[src/rtl/unidade_controle_jogadas.sv]
// Control FSM for the play round: drives zera/carrega/conta into the count-and-compare
// datapath and ends the round on last play, mismatch or timeout.
module unidade_controle_jogadas #(
  parameter int TIMEOUT = 5000
) (
  input  logic       clock,
  input  logic       reset,
  input  logic       iniciar,
  input  logic       jogada,
  input  logic       igual,
  input  logic       fim,
  output logic       zera,
  output logic       carrega,
  output logic       conta,
  output logic       pronto,
  output logic       acertou,
  output logic       errou,
  output logic       timeout,
  output logic [3:0] db_estado
);

  localparam int TW = (TIMEOUT > 1) ? $clog2(TIMEOUT) : 1;
  localparam logic [TW-1:0] TIMER_LAST = TW'(TIMEOUT - 1);

  typedef enum logic [3:0] {
    INICIAL     = 4'h0,
    PREPARACAO  = 4'h1,
    ESPERA      = 4'h2,
    REGISTRA    = 4'h3,
    COMPARACAO  = 4'h4,
    PROXIMO     = 4'h5,
    FIM_ACERTO  = 4'hA,
    FIM_TIMEOUT = 4'hD,
    FIM_ERRO    = 4'hE
  } estado_t;

  estado_t        estado_q, estado_d;
  logic           jogada_q, jogada_d;
  logic [TW-1:0]  timer_q, timer_d;
  logic           jogada_pulso;

  always_ff @(posedge clock or negedge reset) begin
    if (!reset) begin
      estado_q <= INICIAL;
      jogada_q <= 1'b0;
      timer_q  <= '0;
    end else begin
      estado_q <= estado_d;
      jogada_q <= jogada_d;
      timer_q  <= timer_d;
    end
  end

  assign jogada_pulso = jogada & ~jogada_q;

  always_comb begin
    estado_d = estado_q;
    jogada_d = jogada;
    timer_d  = '0;
    case (estado_q)
      INICIAL:    if (iniciar) estado_d = PREPARACAO;
      PREPARACAO: estado_d = ESPERA;
      ESPERA: begin
        // A press in the last timer cycle still counts as a play.
        if (jogada_pulso)             estado_d = REGISTRA;
        else if (timer_q == TIMER_LAST) estado_d = FIM_TIMEOUT;
        else                          timer_d  = timer_q + TW'(1);
      end
      REGISTRA:   estado_d = COMPARACAO;
      COMPARACAO: begin
        if (!igual)   estado_d = FIM_ERRO;
        else if (fim) estado_d = FIM_ACERTO;
        else          estado_d = PROXIMO;
      end
      PROXIMO:    estado_d = ESPERA;
      FIM_ACERTO, FIM_ERRO, FIM_TIMEOUT:
                  if (iniciar) estado_d = PREPARACAO;
      default:    estado_d = INICIAL;
    endcase
  end

  // Moore outputs, decoded from the registered state only.
  always_comb begin
    zera    = 1'b0;
    carrega = 1'b0;
    conta   = 1'b0;
    pronto  = 1'b0;
    acertou = 1'b0;
    errou   = 1'b0;
    timeout = 1'b0;
    case (estado_q)
      PREPARACAO:  zera    = 1'b1;
      REGISTRA:    carrega = 1'b1;
      PROXIMO:     conta   = 1'b1;
      FIM_ACERTO:  begin pronto = 1'b1; acertou = 1'b1; end
      FIM_ERRO:    begin pronto = 1'b1; errou   = 1'b1; end
      FIM_TIMEOUT: begin pronto = 1'b1; timeout = 1'b1; end
      default:     ;
    endcase
  end

  assign db_estado = estado_q;

endmodule

[config.mk]
export PLATFORM = sky130hd
export DESIGN_NAME = unidade_controle_jogadas
export DESIGN_NICKNAME = d
export VERILOG_FILES = /design/src/rtl/unidade_controle_jogadas.sv
export SDC_FILE = /design/constraint.sdc
export NUM_CORES = 1
export LEC_CHECK = 0
export CORE_ASPECT_RATIO = 0.75
export CORE_MARGIN = 3
export CORE_UTILIZATION = 40
export CTS_CLUSTER_DIAMETER = 50
export CTS_CLUSTER_SIZE = 16
export DETAILED_ROUTE_END_ITERATION = 10
export PLACE_DENSITY = 0.66
export SETUP_SLACK_MARGIN = 0.02
export SYNTH_ARGS = -nofsm -noshare
export SYNTH_HDL_FRONTEND = slang
export SYNTH_SLANG_ARGS = --single-unit
[constraint.sdc]
create_clock -name clock -period 2.8 [get_ports clock]
set_input_delay 0.56 -clock clock [delete_from_list [all_inputs] [get_ports clock]]
set_output_delay 0.56 -clock clock [all_outputs]
set_load 0.01 [all_outputs]
Yosys cells after proc, flatten, opt, wreduce, memory -nomap -nowiden. Cells that the tools add are included.

Reductions and logical operators: 5. Multiplexer cells: 16. Add/subtract/negate cells: 1. Bitwise operators: 2. Eq/ne operators: 11.

Operators by type and width (count): $mux W13 (3); $mux W4 (5); $pmux W4 S5 (1); $add A13 B1 Y13 const B (1); $eq A13 B13 Y1 const B (1); $eq A4 B4 Y1 const B (3); $eq A4 B2 Y1 const B (2); $eq A4 B3 Y1 const B (2); $mux W1 (7); $eq A4 B1 Y1 const B (1); $logic_not A4 Y1 (1); $reduce_or A4 Y1 (1); $ne A3 B3 Y1 const B (1); $reduce_or A3 Y1 (1); $ne A2 B1 Y1 const B (1); $reduce_and A2 Y1 (1); $reduce_or A2 Y1 (1); $and A1 B1 Y1 (1); $not A1 Y1 (1).

Logic and storage cells: 38. Bits of input ports: 6. Register bits after elaboration: 18. Output and inout port bits: 11.

Longest topological paths before layout. Gate-level depths: netlist of the first run.

Depth in word-level cells: 4. Mapped depth: 5. Gate-level depth less buffers: 5.

Least setup slack after synthesis of the first run. OpenSTA, ideal clock, no wires.

Path kind: register to output. Start point: register estado_q[1] (netlist: db_estado[1]). End point: output acertou. Buffers on the path: 1. Path slack: 1.064 ns. Arrival: 1.176 ns. Stages on the path, launching flop included: 4. Data required time: 2.240 ns. Cells stage by stage: dfrtp_1 > buf_2 > or2b_1 > nor3b_1.

Word-level cells in the longest chain between the ends: 2.

RTL lines: from (decl) (RTL line 37) `estado_t estado_q, estado_d;`; from (signal assigned) (RTL line 48) `estado_q <= estado_d;`; $eq A4 B4 Y1 (RTL line 91) `case (estado_q)`; $mux W1 (RTL line 91); to (decl) (RTL line 16) `output logic acertou,`.

Every way passes these cells.

Worst setup path in the final report of the first run.
Start point: register estado_q[3] (netlist: db_estado[3]). End point: output carrega.

Word-level cells in the longest chain between the ends: 2.

RTL lines: $eq A4 B2 Y1 (RTL line 91); $mux W1 (RTL line 91); to (decl) (RTL line 13) `output logic carrega,`.

Every way passes these cells.

==> results of run 1 <==
[routing by layer]
layer	up-vias	part of all wire, %	GRT usage [%]
li1	438	-	-
met1	423	52	21.83
met2	20	43	19.55
met3	2	4.8	3.863
met4	0	0.46	2.020
met5	-	0	0
[power by group]
group / switching, uW / internal [uW]
clock: 86.0 / 125
sequential: 92.6 / 292
combinational: 183 / 197
total: 361 / 614
[kinds of logic after synthesis]
logic type	Yosys count	share of synthesized area, %
AOI/OAI and AO/OA	13	9.212
xor gates and xnor gates	11	8.444
adders and majority gates	1	1.096
buffers and inverters	7	4.824
DFF	18	39.47
and+or+nand+nor	65	36.95
[cells in the mapped netlist (2+ instances only)]
master	count
nand3b_1	2
and3b_1	2
nor3_1	7
and3_1	3
a211oi_1	3
and2_1	2
buf_6	2
dfrtp_1	18
buf_2	2
nor2_2	10
a21oi_1	2
nand3_1	3
and2b_1	2
inv_1	2
xor2_1	3
nor2_1	11
nand4_1	2
nand2b_1	3
xnor2_1	8
nand2_1	7
[flip-flops by register name, summed over array words and instances, names as in the netlist]
name and cells:
db_estado 4, jogada_q 1, timer_q 13
[placed cells by master (no fill, tap or decap), drive strengths merged, types with 4 or more instances in the layout]
cell type and instances:
nand3 4, clkbuf 4, nor3 8, clkdlybuf4s50 16, xnor2 8, dfrtp 18, nor2 21, nand2 7
[worst max-delay path, cell delays in order (launching register included)]
cell,delay [ns]
dfrtp_1,0.56
nor2_2,0.28
and3_1,0.22
clkdlybuf4s50_1,0.56
[worst paths after layout]
kind | endpoint | slack (ns) | depth (start not counted)
worst max register to register | db_estado[2] | 1.23 | 4
worst min-delay path | timer_q[0] | 0.46 | 1
min in group asynchronous | timer_q[5] | 0.76 | 1
worst min register to register | timer_q[0] | 0.46 | 1
max in group asynchronous | timer_q[2] | 1.55 | 1
worst max-delay path | carrega | 0.37 | 3
[area by class of cell]
type | count | area [um^2] | area share [%]
inverter | 2 | 7.507 | 0.5545
multi-input combinational | 90 | 635.6 | 46.95
timing repair buffer | 16 | 160.2 | 11.83
clock buffer | 4 | 55.05 | 4.067
tap | 36 | 45.04 | 3.327
sequential | 18 | 450.4 | 33.27
[through the flow]
| step | hold WS (ns) | power, uW | setup slack (ns) | instances | area [um^2] |
|---|---|---|---|---|---|
| global route | 0.4938 | 1040 | 0.2433 | 166 | 1354 |
| detailed placement | 0.4576 | 766.6 | 0.6481 | 162 | 1299 |
| global placement | 0.4464 | 758.1 | 0.7024 | 162 | 1299 |
| floorplan | 0.2644 | 651.2 | 1.064 | 115 | 1141 |
| CTS | 0.4671 | 980.8 | 0.3675 | 166 | 1354 |
| finish | 0.4599 | 975.4 | 0.3717 | 166 | 1354 |
==> metrics.cfg, run 1 <==
[cts]
cts_tree = yes
clkLatencyLatePin_ns = 0.25
numCtsBuffers = 3
post_cts.repair.setup_buffers = 0
post_cts_resized = 0
cts_buffer_depth = 2
cts_hold_buf = 0
cts_num_sinks = 18
cts_root_buf = clkbuf_8
clkTransAtPathRegs_ns = 0.07
h-tree-depth = 1

[synthesis]
synth_edf_count = 0
synth_cell_types = 41
ys_seq_area_share_pct = 39.47
synth_top_area_share_pct = 39.47
syn-num-nets = 122
yosysTopAreaCell = dfrtp_1
async_flop_share_pct = 100.0
synth_area_leaders = dfrtp_1 (39%), xnor2_1 (6.1%), nor2_2 (5.5%)
syn-instance-count = 115
synth_ff_type = dfrtp_1
synth_area_um2 = 1141
syn_area_per_cell_um2 = 9.923
ys_seq_elements = 18
synth_warnings = 0

[setup_path]
worstPathRequired_ns = 2.24
path_max_fanout = 18
critPathCaptureType = primary output
cp_data_arrival_time_ns = 1.87
startpoint_type = flop
crit_start = db_estado[3]
worstSetupPathType = flop to primary output
reg2reg_from = db_estado[3]

[power_and_ir_drop]
p_per_area_nw_per_um2 = 720.5
leakagePower_uw = 0.0005348
ir_drop_v = 0.0004018

[outcome]
status = complete, no violations

[die]
die_h_um = 52.26
fp.coreArea_um2 = 2663
initial_core_util_pct = 42.86
rows = 16
ios = 17
fp.dieW_um = 67.68
dieArea_um2 = 3536

[final_layout]
drive_gt1_share_pct = 16.92
area_growth_pct = 18.64
antennaDiodeCount = 0
final_util_pct = 50.85
final_nets = 138
n_fill_cell = 245

[global_routing]
grt_antenna_before_repair = 0
grt_max_degree = 19
grt_pass1_wl_mm = 3.781
grt_pass1_vias = 777
grt_overflow_total = 0
grtUsageTotal_pct = 14.08

[placement]
dp_hpwl_mm = 1.606
port_buffers = 16
gp_congestion = 0.7804

[timing]
worst-slew-pin-transition_ns = 0.7847
maxSlewHeadroom_pct = 47.52
timing.final.hold_violations = 0
setup_tns_ns = 0
layout_min_cycle_time_ns = 2.428
finalMaxSlewViolations = 0
fin_crit_sh_pct = 86.73
finalSetupViolCount = 0
fin_skew_ns = 0.002195
fmax_ghz = 0.4118
rsz0062_at_grt = no

[route]
drt_pre_antenna_iters = 4
wl_per_cell_um = 13.17
via_count = 883
drc = 0
drt_iter0_drc = 49
drt-total-wl_mm = 2.187
viasPerCell = 5.319
final_antenna_net_count = 0

[worst_hold_path]
hold_path_class = flop to flop
hp-start = timer_q[0]

[flow_run]
drv_cap = 0

Note: power is estimated with default switching activity, not from simulation.
==> inputs of run 2 (changes only) <==
PLACE_DENSITY = 0.68   (was 0.66)
clock period = 2.15 ns   (was 2.8 ns; I/O delays follow)
==> run 2 against run 1 <==
Net effect: hold slack improved by 0.0018 ns; first-iteration DRC count shrank 35%; critical path depth unchanged; setup slack worse by 0.27 ns; largest cell class unchanged; highest routed layer unchanged.
==> metrics.cfg, run 2 (synthesis gave the netlist of run 1 again) <==
[power_and_ir_drop]
ir_drop_v = 0.0005772
p_per_area_nw_per_um2 = 915.8
internal_power_uw = 802.5
p_seq_share_pct = 37.3
leakagePower_uw = 0.0005951
p_comb_share_pct = 45.0
netSwitchingFraction_pct = 36.62
p_sw_uw = 463.6
power_frac_clock_pct = 17.7

[global_routing]
grt_pass1_wl_mm = 3.891
grtUsageTotal_pct = 14.72
grt_antenna_before_repair = 0
grt_overflow_total = 0
grt_pass1_vias = 867
grt_max_degree = 19

[final_layout]
final_common_cell = dfrtp_1
final_util_pct = 51.93
seqCellArea_um2 = 454.2
stdcell_area_um2 = 1383
drive_gt1_share_pct = 21.80
multi_input_area_um2 = 636.9
antennaDiodeCount = 0
largest-register = timer_q
largest_register_ffs = 13
final_cell_mix = dfrtp_1 (15), clkdlybuf4s50_1 (13), nor2_1 (11)
area_growth_pct = 21.16
final_nets = 142
n_fill_cell = 249

[outcome]
status = complete, no violations

[die]
fp.coreArea_um2 = 2663
ios = 17
initial_core_util_pct = 42.86
dieArea_um2 = 3536
fp.dieW_um = 67.68
die_h_um = 52.26
rows = 16

[timing]
layout_min_cycle_time_ns = 2.053
finalSetupViolCount = 0
finalMaxSlewViolations = 0
fin_crit_sh_pct = 95.49
setup_tns_ns = 0
worst-slew-pin-transition_ns = 0.3078
fin_skew_ns = 0.001289
rsz0062_at_grt = no
timing.final.hold_violations = 0
maxSlewHeadroom_pct = 79.29
fmax_ghz = 0.4871
finalWorstSetupSlack_ns = 0.09703

[cts]
cts_buffer_depth = 2
clkTransAtPathRegs_ns = 0.06
h-tree-depth = 1
numCtsBuffers = 3
cts_num_sinks = 18
clkLatencyLatePin_ns = 0.25
cts_tree = yes
cts_root_buf = clkbuf_8
cts_hold_buf = 0

[route]
via_count = 874
wl_per_cell_um = 13.12
drt_pre_antenna_iters = 4
drt_iter0_drc = 32
drc = 0
viasPerCell = 5.172
drt-total-wl_mm = 2.217
final_antenna_net_count = 0

[setup_path]
cp_data_arrival_time_ns = 1.62
worstSetupPathType = flop to primary output
startpoint_type = flop
worstPathRequired_ns = 1.72
r2r_setup_slack_ns = 0.68
critPathCaptureType = primary output
path_max_fanout = 18

[placement]
gp_congestion = 0.8427
placed_cell_area_um2 = 1329
dp_slack_ns = 0.2198
port_buffers = 16
dp_hpwl_mm = 1.672

[flow_run]
drv_cap = 0

[worst_hold_path]
hold_path_class = flop to flop

## run 2: changes by cell type in the layout (fill, tap and decap cells not counted), sizes merged
cell / previous run / this run
dlymetal6s2s: 0 / 3
clkdlybuf4s50: 16 / 13
buf: 0 / 4
clkbuf: 4 / 3
## run 2: per-layer routing
layer	share of wire, %	track usage [%]	vias up
li1	-	-	441
met1	51	21.13	415
met2	43	21.65	14
met3	3.7	2.575	4
met4	1.5	6.061	0
met5	0	0	-
## run 2: power by group through the flow
stage | combinational, uW | sequential (uW) | clock [uW]
detailed placement | 571 | 473 | 0
floorplan | 403 | 445 | 0
global placement | 568 | 465 | 0
finish | 570 | 472 | 224
global route | 628 | 483 | 249
CTS | 577 | 472 | 236
## run 2: worst paths after layout
path | startpoint | end | cells past startpoint
setup / recovery | db_estado[3] | carrega | 3
hold / removal | timer_q[0] | timer_q[0] | 1
setup reg to reg | db_estado[0] | db_estado[2] | 5
hold reg to reg | timer_q[0] | timer_q[0] | 1
max in group asynchronous | reset | db_estado[2] | 2
min in group asynchronous | reset | timer_q[9] | 2
## run 2: worst max-delay path: stages, from the launching register on
cell	delay, ns
dfrtp_2	0.51
nor2_2	0.13
and3_1	0.19
clkdlybuf4s50_1	0.54
## run 2: through the flow
| step | hold WS, ns | power (uW) | std cells |
|---|---|---|---|
| final | 0.4617 | 1266 | 169 |
| after global placement | 0.4483 | 1033 | 166 |
| after CTS | 0.4655 | 1285 | 169 |
| after floorplan | 0.1344 | 848.1 | 115 |
| after detailed placement | 0.4570 | 1043 | 166 |
| after global routing | 0.4994 | 1360 | 169 |
## run 2: timing repair
item,4_1_cts,5_1_grt
setup buffers,0,0
endpoints found under the setup margin,4,5
hold endpoints to repair,0,0
resized for setup,3,5
## run 2: layout make-up
| cell class | count | area share, % |
|---|---|---|
| Clock buffer | 3 | 2.986 |
| Inverter | 2 | 0.5430 |
| Multi-Input combinational cell | 90 | 46.06 |
| Sequential cell | 18 | 32.85 |
| Tap cell | 36 | 3.258 |
| Timing Repair Buffer | 20 | 14.30 |
